--- config.mk ---
export PLATFORM = sky130hd
export DESIGN_NAME = conv_batch_sequencer
export DESIGN_NICKNAME = d
export VERILOG_FILES = /design/src/rtl/conv_batch_sequencer.sv
export SDC_FILE = /design/constraint.sdc
export NUM_CORES = 1
export LEC_CHECK = 0
export ABC_AREA = 1
export BUFFER_PORTS_ARGS = -buffer_cell sky130_fd_sc_hd__buf_2
export CAP_MARGIN = 10
export CORE_ASPECT_RATIO = 0.75
export CORE_UTILIZATION = 45
export CTS_BUF_LIST = sky130_fd_sc_hd__clkbuf_2
export DETAILED_ROUTE_END_ITERATION = 16
export PLACE_DENSITY = 0.7
export SETUP_SLACK_MARGIN = 0.3
export SLEW_MARGIN = 20
export SYNTH_ARGS = -nofsm -noshare
export SYNTH_HDL_FRONTEND = slang
export SYNTH_SLANG_ARGS = --single-unit
export TNS_END_PERCENT = 10
--- constraint.sdc ---
create_clock -name clk -period 1.9 [get_ports clk]
set_clock_uncertainty 0.2 [all_clocks]
set_input_delay 0.19 -clock clk [delete_from_list [all_inputs] [get_ports clk]]
set_output_delay 0.19 -clock clk [all_outputs]
set_load 0.02 [all_outputs]
--- src/rtl/conv_batch_sequencer.sv ---
// Batch sequencer for the fixed(8.8)->float16 core: copies operands in, runs the core, copies results out.
// Optional ack watchdog: define SEQ_TIMEOUT_EN (uses TIMEOUT_CYCLES and a sticky err flag).
module conv_batch_sequencer #(
  parameter logic [7:0] SRC_BASE = 8'd16,
  parameter logic [7:0] DST_BASE = 8'd64,
  parameter int TIMEOUT_CYCLES = 4096
) (
  input  logic       clk,
  input  logic       reset,
  input  logic       start,
  input  logic [5:0] job_count,
  output logic       done,
  output logic       busy,
  output logic       err,
  output logic [5:0] jobs_done,
  output logic       core_reset,
  output logic       core_start,
  input  logic       core_ack,
  output logic       mem_sel,
  output logic [7:0] mem_addr,
  output logic       mem_we,
  output logic [7:0] mem_wdata,
  input  logic [7:0] mem_rdata
);

  typedef enum logic [2:0] {
    IDLE, CP_IN, CORE_RST, CORE_GO, CORE_WAIT, CP_OUT, NEXT, DONE
  } state_t;

  state_t     state, state_nx;
  logic [5:0] cnt, idx;
  logic [1:0] step;
  logic [7:0] hold;
  logic [7:0] src_addr, dst_addr;
  logic       wait_expired, force_ff, last_job;

  // step[0] selects the read/write half of a copy pair, step[1] selects the byte
  assign src_addr = SRC_BASE + {1'b0, idx, 1'b0} + {7'd0, step[1]};
  assign dst_addr = DST_BASE + {1'b0, idx, 1'b0} + {7'd0, step[1]};
  assign last_job = ((idx + 6'd1) == cnt);

`ifdef SEQ_TIMEOUT_EN
  logic [12:0] wait_cnt;
  logic        timed_out;

  assign wait_expired = (wait_cnt == 13'(TIMEOUT_CYCLES - 1));
  assign force_ff     = timed_out;

  always_ff @(posedge clk) begin
    if (reset) begin
      wait_cnt  <= 13'd0;
      timed_out <= 1'b0;
      err       <= 1'b0;
    end else begin
      wait_cnt <= (state == CORE_WAIT) ? wait_cnt + 13'd1 : 13'd0;
      if (state == IDLE && start)
        err <= 1'b0;
      if (state == CORE_WAIT && !core_ack && wait_expired) begin
        err       <= 1'b1;
        timed_out <= 1'b1;
      end else if (state == NEXT) begin
        timed_out <= 1'b0;
      end
    end
  end
`else
  assign wait_expired = 1'b0;
  assign force_ff     = 1'b0;
  assign err          = 1'b0;
`endif

  always_ff @(posedge clk) begin
    if (reset) begin
      state     <= IDLE;
      cnt       <= 6'd0;
      idx       <= 6'd0;
      step      <= 2'd0;
      hold      <= 8'd0;
      jobs_done <= 6'd0;
    end else begin
      state <= state_nx;
      step  <= (state_nx == state) ? step + 2'd1 : 2'd0;
      case (state)
        IDLE: begin
          if (start) begin
            cnt       <= job_count;
            idx       <= 6'd0;
            jobs_done <= 6'd0;
          end
        end
        CP_IN, CP_OUT: begin
          if (!step[0])
            hold <= mem_rdata;
        end
        NEXT: begin
          idx       <= idx + 6'd1;
          jobs_done <= jobs_done + 6'd1;
        end
        default: ;
      endcase
    end
  end

  // Outputs decode only registered state, so core_ack never reaches an output combinationally
  always_comb begin
    state_nx   = state;
    done       = 1'b0;
    busy       = 1'b1;
    core_reset = 1'b0;
    core_start = 1'b0;
    mem_sel    = 1'b0;
    mem_addr   = 8'd0;
    mem_we     = 1'b0;
    mem_wdata  = 8'd0;
    case (state)
      IDLE: begin
        busy = 1'b0;
        if (start)
          state_nx = (job_count == 6'd0) ? DONE : CP_IN;
      end
      CP_IN: begin
        mem_sel = 1'b1;
        if (step[0]) begin
          mem_addr  = {7'd0, step[1]};
          mem_we    = 1'b1;
          mem_wdata = hold;
        end else begin
          mem_addr = src_addr;
        end
        if (step == 2'd3)
          state_nx = CORE_RST;
      end
      CORE_RST: begin
        core_reset = 1'b1;
        state_nx   = CORE_GO;
      end
      CORE_GO: begin
        core_start = 1'b1;
        if (step == 2'd1)
          state_nx = CORE_WAIT;
      end
      CORE_WAIT: begin
        if (core_ack || wait_expired)
          state_nx = CP_OUT;
      end
      CP_OUT: begin
        mem_sel = 1'b1;
        if (step[0]) begin
          mem_addr  = dst_addr;
          mem_we    = 1'b1;
          mem_wdata = force_ff ? 8'hFF : hold;
        end else begin
          mem_addr = {6'd0, 1'b1, step[1]};
        end
        if (step == 2'd3)
          state_nx = NEXT;
      end
      NEXT: begin
        state_nx = last_job ? DONE : CP_IN;
      end
      DONE: begin
        busy = 1'b0;
        done = 1'b1;
        if (!start)
          state_nx = IDLE;
      end
      default: state_nx = IDLE;
    endcase
  end

endmodule

Yosys cells after proc, flatten, opt, wreduce, memory -nomap -nowiden

Cells that the tools add are included.

Add/sub/neg operators: 7
Muxes and demuxes: 24
Bitwise gates (word level): 2
Equal/unequal tests: 12
Reduce and logical (&&, ||, !) cells: 9

Operators by type and width:

| cell                                                            | number |
|---|---|
| 8-bit 2-to-1 mux                                                | 4 |
| 3-bit 2-to-1 mux                                                | 8 |
| 3-bit one-hot mux with 8 select lines                           | 1 |
| 6-bit one-hot mux with 2 select lines                           | 2 |
| 8-bit by 1-bit adder with 8-bit output                          | 2 |
| 8-bit one-hot mux with 2 select lines                           | 1 |
| 6-bit by 1-bit adder with 6-bit output, second input constant   | 2 |
| 3-bit == test, second input constant                            | 4 |
| 5-bit by 7-bit adder with 8-bit output, first input constant    | 1 |
| 7-bit by 7-bit adder with 8-bit output, first input constant    | 1 |
| 1-bit 2-to-1 mux                                                | 7 |
| 3-bit by 2-bit == test with 1-bit output, second input constant | 2 |
| 6-bit == test                                                   | 1 |
| 6-bit zero test                                                 | 1 |
| 6-bit 2-to-1 mux                                                | 1 |
| 2-bit AND reduction                                             | 3 |
| 2-bit OR reduction                                              | 3 |
| 3-bit by 1-bit == test with 1-bit output, second input constant | 1 |
| 3-bit == test                                                   | 1 |
| 3-bit zero test                                                 | 1 |
| 2-bit by 1-bit adder with 2-bit output, second input constant   | 1 |
| 2-bit by 1-bit == test with 1-bit output, second input constant | 1 |
| 2-bit == test, second input constant                            | 1 |
| 2-bit inequality test, second input constant                    | 1 |
| 2 further kinds                                                 | 3 |

Register bits after elaboration: 31
Word-level logic and storage cells: 60

Depth between registers and ports, before layout

Gate-level depths: netlist of run 1.

Depth after elaboration: 7
Mapped depth: 12
Gate-level depth less buffers: 12

Least setup slack after synthesis of run 1

Ideal clock, no wire load.

Path type: register to output
Start: register state[0]
End: output port mem_addr[5]
Stages on the path, launching flop included: 9
Arrival time: 1.596 ns
Data required time: 1.510 ns
Path slack: -0.086 ns
Cells stage by stage: dfxtp_1 inv_2 nor2_4 inv_2 nor2_4 inv_4 nor2_4 inv_2 o21ai_0

Longest elaborated chain between the ends: 2
Elaborated cells between the ends (all ways): 3
Those cells by class: 2 x eq/ne; 1 x mux

Ends and longest elaborated chain:

| what                                                                             | line | source |
|---|---|---|
| from (decl)                                                                      | 30   | `state_t state, state_nx;` |
| from (signal assigned)                                                           | 81   | `state <= state_nx;` |
| 3-bit == test / 3-bit by 1-bit == test with 1-bit output (equally long branches) | 115  | `case (state)` |
| 8-bit one-hot mux with 2 select lines (*)                                        | 115  |  |
| to (decl)                                                                        | 20   | `output logic [7:0] mem_addr,` |

Mark *: on every way between the ends. The rest lies on a longest branch, timed or not.

Final worst setup path of run 1

Start: register state[0]
End: output port mem_addr[6]

Same word-level chain as after synthesis.

==> run metrics, run 1 <==
Max Freq around 0.46 GHz; commonest non-fill, non-tap cell in the layout nand2_1; Die Y around 56 um; CTS tree done; DR vias/cell around 4.8; Via Count roughly 1,800; YS warnings 0; Cells after Synth about 260; Mapped Avg Cell Area 6.789 um2; Antenna Nets Post-Route 0; worst slack, placed ~100 ps; Final WS setup -259.4 ps; Worst EP arrival roughly 1800 ps; placement-stage cell area 0.002053 mm2; fin crit period about 2200 ps; Synth area leaders dfxtp_1 (36%), nand2_1 (9.5%), a21oi_1 (7.8%); Final Cell Area about 0.0024 mm2; Setup Crit Path Kind flip-flop to output port; Seq cells post-synth 31; top cell type's share of synthesized area between 30% and 40%; CTS Buffer Depth 2; largest area contributor in the netlist dfxtp_1; Core Area between 0.003 and 0.004 mm2; Worst-path clk slew 170 ps; Synth Cell Area 0.001738 mm2; violated checks negative setup slack; min-delay worst type primary input to flip-flop; Reg power frac around half; share of cells above drive strength 1 30.79%; clock latency on the worst-skew pair 370 ps; Synth cell types 28; Area Growth Syn to Fin 38.73%; most frequent cells in the layout nand2_1 (43), inv_1 (35), nor2_1 (27); Die W about 74 um; Synthesized Nets 279; vias in the first global route approximately 1,600; Max VDD drop 0.3556 mV; WL/cell roughly 12 um; initial antenna violation count 0; crit start category flip-flop; RSZ-0062 raised after global routing yes; Internal around 950 uW; number of DRC markers in iteration 0 78; hold slack 116.5 ps; # setup viols final 6; DP Wirelength roughly 3.1 mm; clock root cell clkbuf_2; final clock period utilization by the worst path 113.7%; IO buf count 45; Tot GR Track Use a little under a quarter; Cell Rows 19; Post-Route WL 4.469 mm; Pwr Total 1.459 mW; # clock sinks 31; Initial Utilization between 40% and 50%; switching part of the total power between 30% and 40%; largest net degree at the start of global routing 19; final count of pins violating max slew 0; drt pass-1 iters 4; n_diodes 0; GRT overflow 0; final hold viol count 0; worst path required time 1510 ps; P_leak about 1.1 nW; H-tree depth 2; clock share of power between 20% and 30%; run status finished, violations left; crit end category output port; Net Switching around 500 uW; pwr/cell area 605.1 mW/mm2; GP Congestion 0.8499; total negative slack -763.4 ps; global-route wire length before repair 7.355 mm; cts bufs inserted 5; Comb pwr share between 20% and 30%; IO Count between 40 and 50; die area just over 0.004 mm2; CP max FO 9; DR DRC count 0; nets@finish 350; Seq/Total Area, Yosys 35.71%; Max Cap Violations 0
==> through the flow <==
step / util (%) / std cells
floorplan: - / 256
finish: 65.43 / 380
global placement: 55.72 / 353
global route: 65.43 / 380
detailed placement: 55.72 / 353
CTS: 63.29 / 378
==> power by group through the flow <==
stage | Clock (mW) | Sequential (mW) | Combinational [mW]
after floorplan | 0 | 0.741 | 0.234
after global placement | 0 | 0.745 | 0.305
after detailed placement | 0 | 0.747 | 0.310
after CTS | 0.339 | 0.732 | 0.351
after global routing | 0.378 | 0.739 | 0.426
final | 0.336 | 0.733 | 0.389
==> cells in the mapped netlist <==
library cell  instances
nand2_1              44
inv_1                36
dfxtp_1              31
nor2_1               30
a21oi_1              27
o21ai_0              20
nand3_1              17
inv_2                 6
ha_1                  5
nor2_4                5
nor3_1                5
a211oi_1              4
nand4_1               4
buf_2                 2
buf_4                 2
buf_6                 2
clkbuf_2              2
inv_4                 2
nor2_2                2
xor2_1                2
a211oi_2              1
a21oi_2               1
a221oi_2              1
clkbuf_1              1
clkinv_1              1
conb_1                1
nor4_1                1
o21ai_2               1
==> final timing paths <==
kind / start / endpoint / slack [ps] / depth (start not counted)
worst max-delay path: state[0] / mem_addr[6] / -260 / 9
worst min-delay path: core_ack / state[0] / 120 / 5
worst max register to register: state[0] / state[2] / 140 / 10
worst min register to register: hold[3] / hold[3] / 270 / 2
==> registers in the layout, indices dropped and copies added (netlist names) <==
name and flops:
cnt 6, hold 8, idx 6, jobs_done 6
state 3, step 2
==> cell type report <==
cell class                      count  area, um2
Fill cell                         339       1274
Multi-Input combinational cell    171      943.4
Sequential cell                    31      633.1
Timing Repair Buffer               73      544.3
Inverter                           45      180.2
Tap cell                           52      65.06
Clock buffer                        5      25.02
Clock inverter                      3      20.02
==> repair_timing <==
action,4_1_cts,5_1_grt
hold buffers,16,0
endpoints found under the setup margin,33,49
pin swaps,0,5
hold endpoints to repair,24,0
resized for setup,28,20
setup buffers,1,2
==> worst max-delay path, cell delays in order, from the launching register on <==
cell and delay, ps:
dfxtp_2 370, inv_2 60, nor2_4 110, inv_4 60, nor2_4 110, inv_4 80, nor2_4 100, inv_2 80
a221oi_4 280, buf_6 150
==> cell families after synthesis <==
group	synth area share, %
and+or+nand+nor	28.08
AOI/OAI and AO/OA	17.85
buffers and inverters	13.53
DFF	35.71
adders and majority gates	3.600
xor gates and xnor gates	1.008
other	0.2158
==> metal layers <==
layer | wire [um] | GRT usage (%) | vias to the layer above
li1 | - | - | 970
met1 | 2234 | 33.30 | 800
met2 | 1980 | 35.39 | 44
met3 | 191 | 4.891 | 7
met4 | 63 | 6.319 | 0
met5 | 0 | 0 | -
Note: power is estimated with default switching activity, not from simulation.
==> inputs of run 2 (changes only) <==
==> constraint.sdc (replaced) <==
create_clock -name clk -period 1.9 [get_ports clk]
set_clock_uncertainty 0.2 [all_clocks]
set_input_delay 0.38 -clock clk [delete_from_list [all_inputs] [get_ports clk]]
set_output_delay 0.38 -clock clk [all_outputs]
set_load 0.02 [all_outputs]
==> run metrics, run 2 (synthesis gave the netlist of run 1 again) <==
hold slack between 50 and 60 ps; nets@finish 336; IO buf count 45; share of cells above drive strength 1 33.76%; RR Endpoint state[2]; final core utilization approximately three fifths; CP max FO 4; Max Cap Violations 0; worst path required time between 1000 and 1500 ps; clock latency on the worst-skew pair around 370 ps; # clock sinks 31; R2R depth 11; Die W 73.76 um; Cell Rows 19; WL/cell roughly 11 um; fin crit period approximately 2200 ps; pwr/cell area around 620 mW/mm2; crit end category output port; number of DRC markers in iteration 0 approximately 100; Pwr Total approximately 1.4 mW; final hold viol count 0; Antenna Nets Post-Route 0; hold path depth 3; n_diodes 0; CTS tree done; run status finished, violations left; Worst EP arrival approximately 1700 ps; most frequent cells in the layout nand2_1 (41), inv_1 (36), buf_4 (29); global-route wire length before repair a little under 7 mm; crit start category flip-flop; Setup Crit Path Kind flip-flop to output port; hold buffers post-CTS 0; Final WS setup -337.8 ps; DR DRC count 0; GRT overflow 0; total negative slack -2825 ps; IO Count 47; Die Y approximately 56 um; drt pass-1 iters 4; DR vias/cell roughly 4.8; Tot GR Track Use roughly 22%; Max VDD drop between 0.4 and 0.5 mV; Largest register FFs 8; Worst-path clk slew 160 ps; initial antenna violation count 0; min-delay worst type primary input to flip-flop; reg-to-reg slack, setup roughly 130 ps; die area 0.004117 mm2; cts bufs inserted 5; WHS Endpoint cnt[0]; Area Growth Syn to Fin 30.53%; CTS Buffer Depth 2; GP Congestion about 0.84; final count of pins violating max slew 0; violated checks negative setup slack; Via Count roughly 1,800; # setup viols final 16; DP Wirelength approximately 3.2 mm; vias in the first global route 1,502; commonest non-fill, non-tap cell in the layout nand2_1; final clock period utilization by the worst path 117.8%; clock root cell clkbuf_2; H-tree depth 2; Core Area 0.003685 mm2; largest net degree at the start of global routing 19; RR Startpoint state[0]; Largest Register hold; Post-Route WL 4.124 mm; Max Freq roughly 0.45 GHz; Hold Startpoint job_count[0]; P_leak 1.035 nW; Initial Utilization 47.16%; RSZ-0062 raised after global routing yes
[run 2: changes by cell type in the layout (fill, tap and decap cells not counted), sizes merged]
cell / change
buf: +3
clkinvlp: -3
dlygate4sd3: -16
inv: +2
[run 2: layout make-up]
| cell class | count | area (um2) |
|---|---|---|
| clock buffers | 6 | 30.03 |
| clock inverters | 2 | 7.507 |
| fillers | 347 | 1416 |
| inverters | 45 | 181.4 |
| multi-input cells | 171 | 957.2 |
| flip-flops and latches | 31 | 628.1 |
| well taps | 52 | 65.06 |
| repair buffers | 59 | 399.1 |
[run 2: through the flow]
step	worst slack, ps	instance area, um2	instances
after floorplan	-174.1	1757	256
after global placement	53.22	2083	357
after detailed placement	-0.09825	2083	357
after CTS	-359.5	2213	366
after global routing	-470.9	2268	366
final	-337.8	2268	366
[run 2: how the worst max path moves through the flow]
stage / start / end / slack [ps] / depth (start not counted)
after CTS: state[0] / mem_addr[6] / -360 / 9
after global placement: state[0] / mem_addr[6] / 50 / 9
after global routing: state[0] / mem_addr[6] / -470 / 9
after detailed placement: state[0] / mem_addr[6] / -0.1 / 9
after floorplan: state[0] / mem_addr[6] / -170 / 8
final: state[0] / mem_addr[6] / -340 / 9
[run 2: where the power goes]
part / leakage (nW) / total, mW / switching, mW / internal, mW
registers: 0.256 / 0.730 / 0.0244 / 0.705
logic: 0.751 / 0.370 / 0.228 / 0.142
clock network: 0.0281 / 0.312 / 0.224 / 0.0886
[run 2: critical path, stage by stage (launching register included)]
cell      delay (ps)
dfxtp_2          360
inv_2             50
nor2_4            90
inv_2             70
nor2_4           110
inv_4             50
nor2_4           100
inv_4             60
a221oi_4         260
buf_6            150
[run 2: layer usage]
metal	share of wire, %	track usage, %
met5	0	0
met4	1.0	6.593
met3	4.6	5.254
met2	42	30.67
met1	52	32.16
[run 2: timing repair]
| action | CTS | global route |
|---|---|---|
| gates resized for setup | 31 | 23 |
| setup buffers | 1 | 0 |
| endpoints found under the setup margin | 38 | 47 |
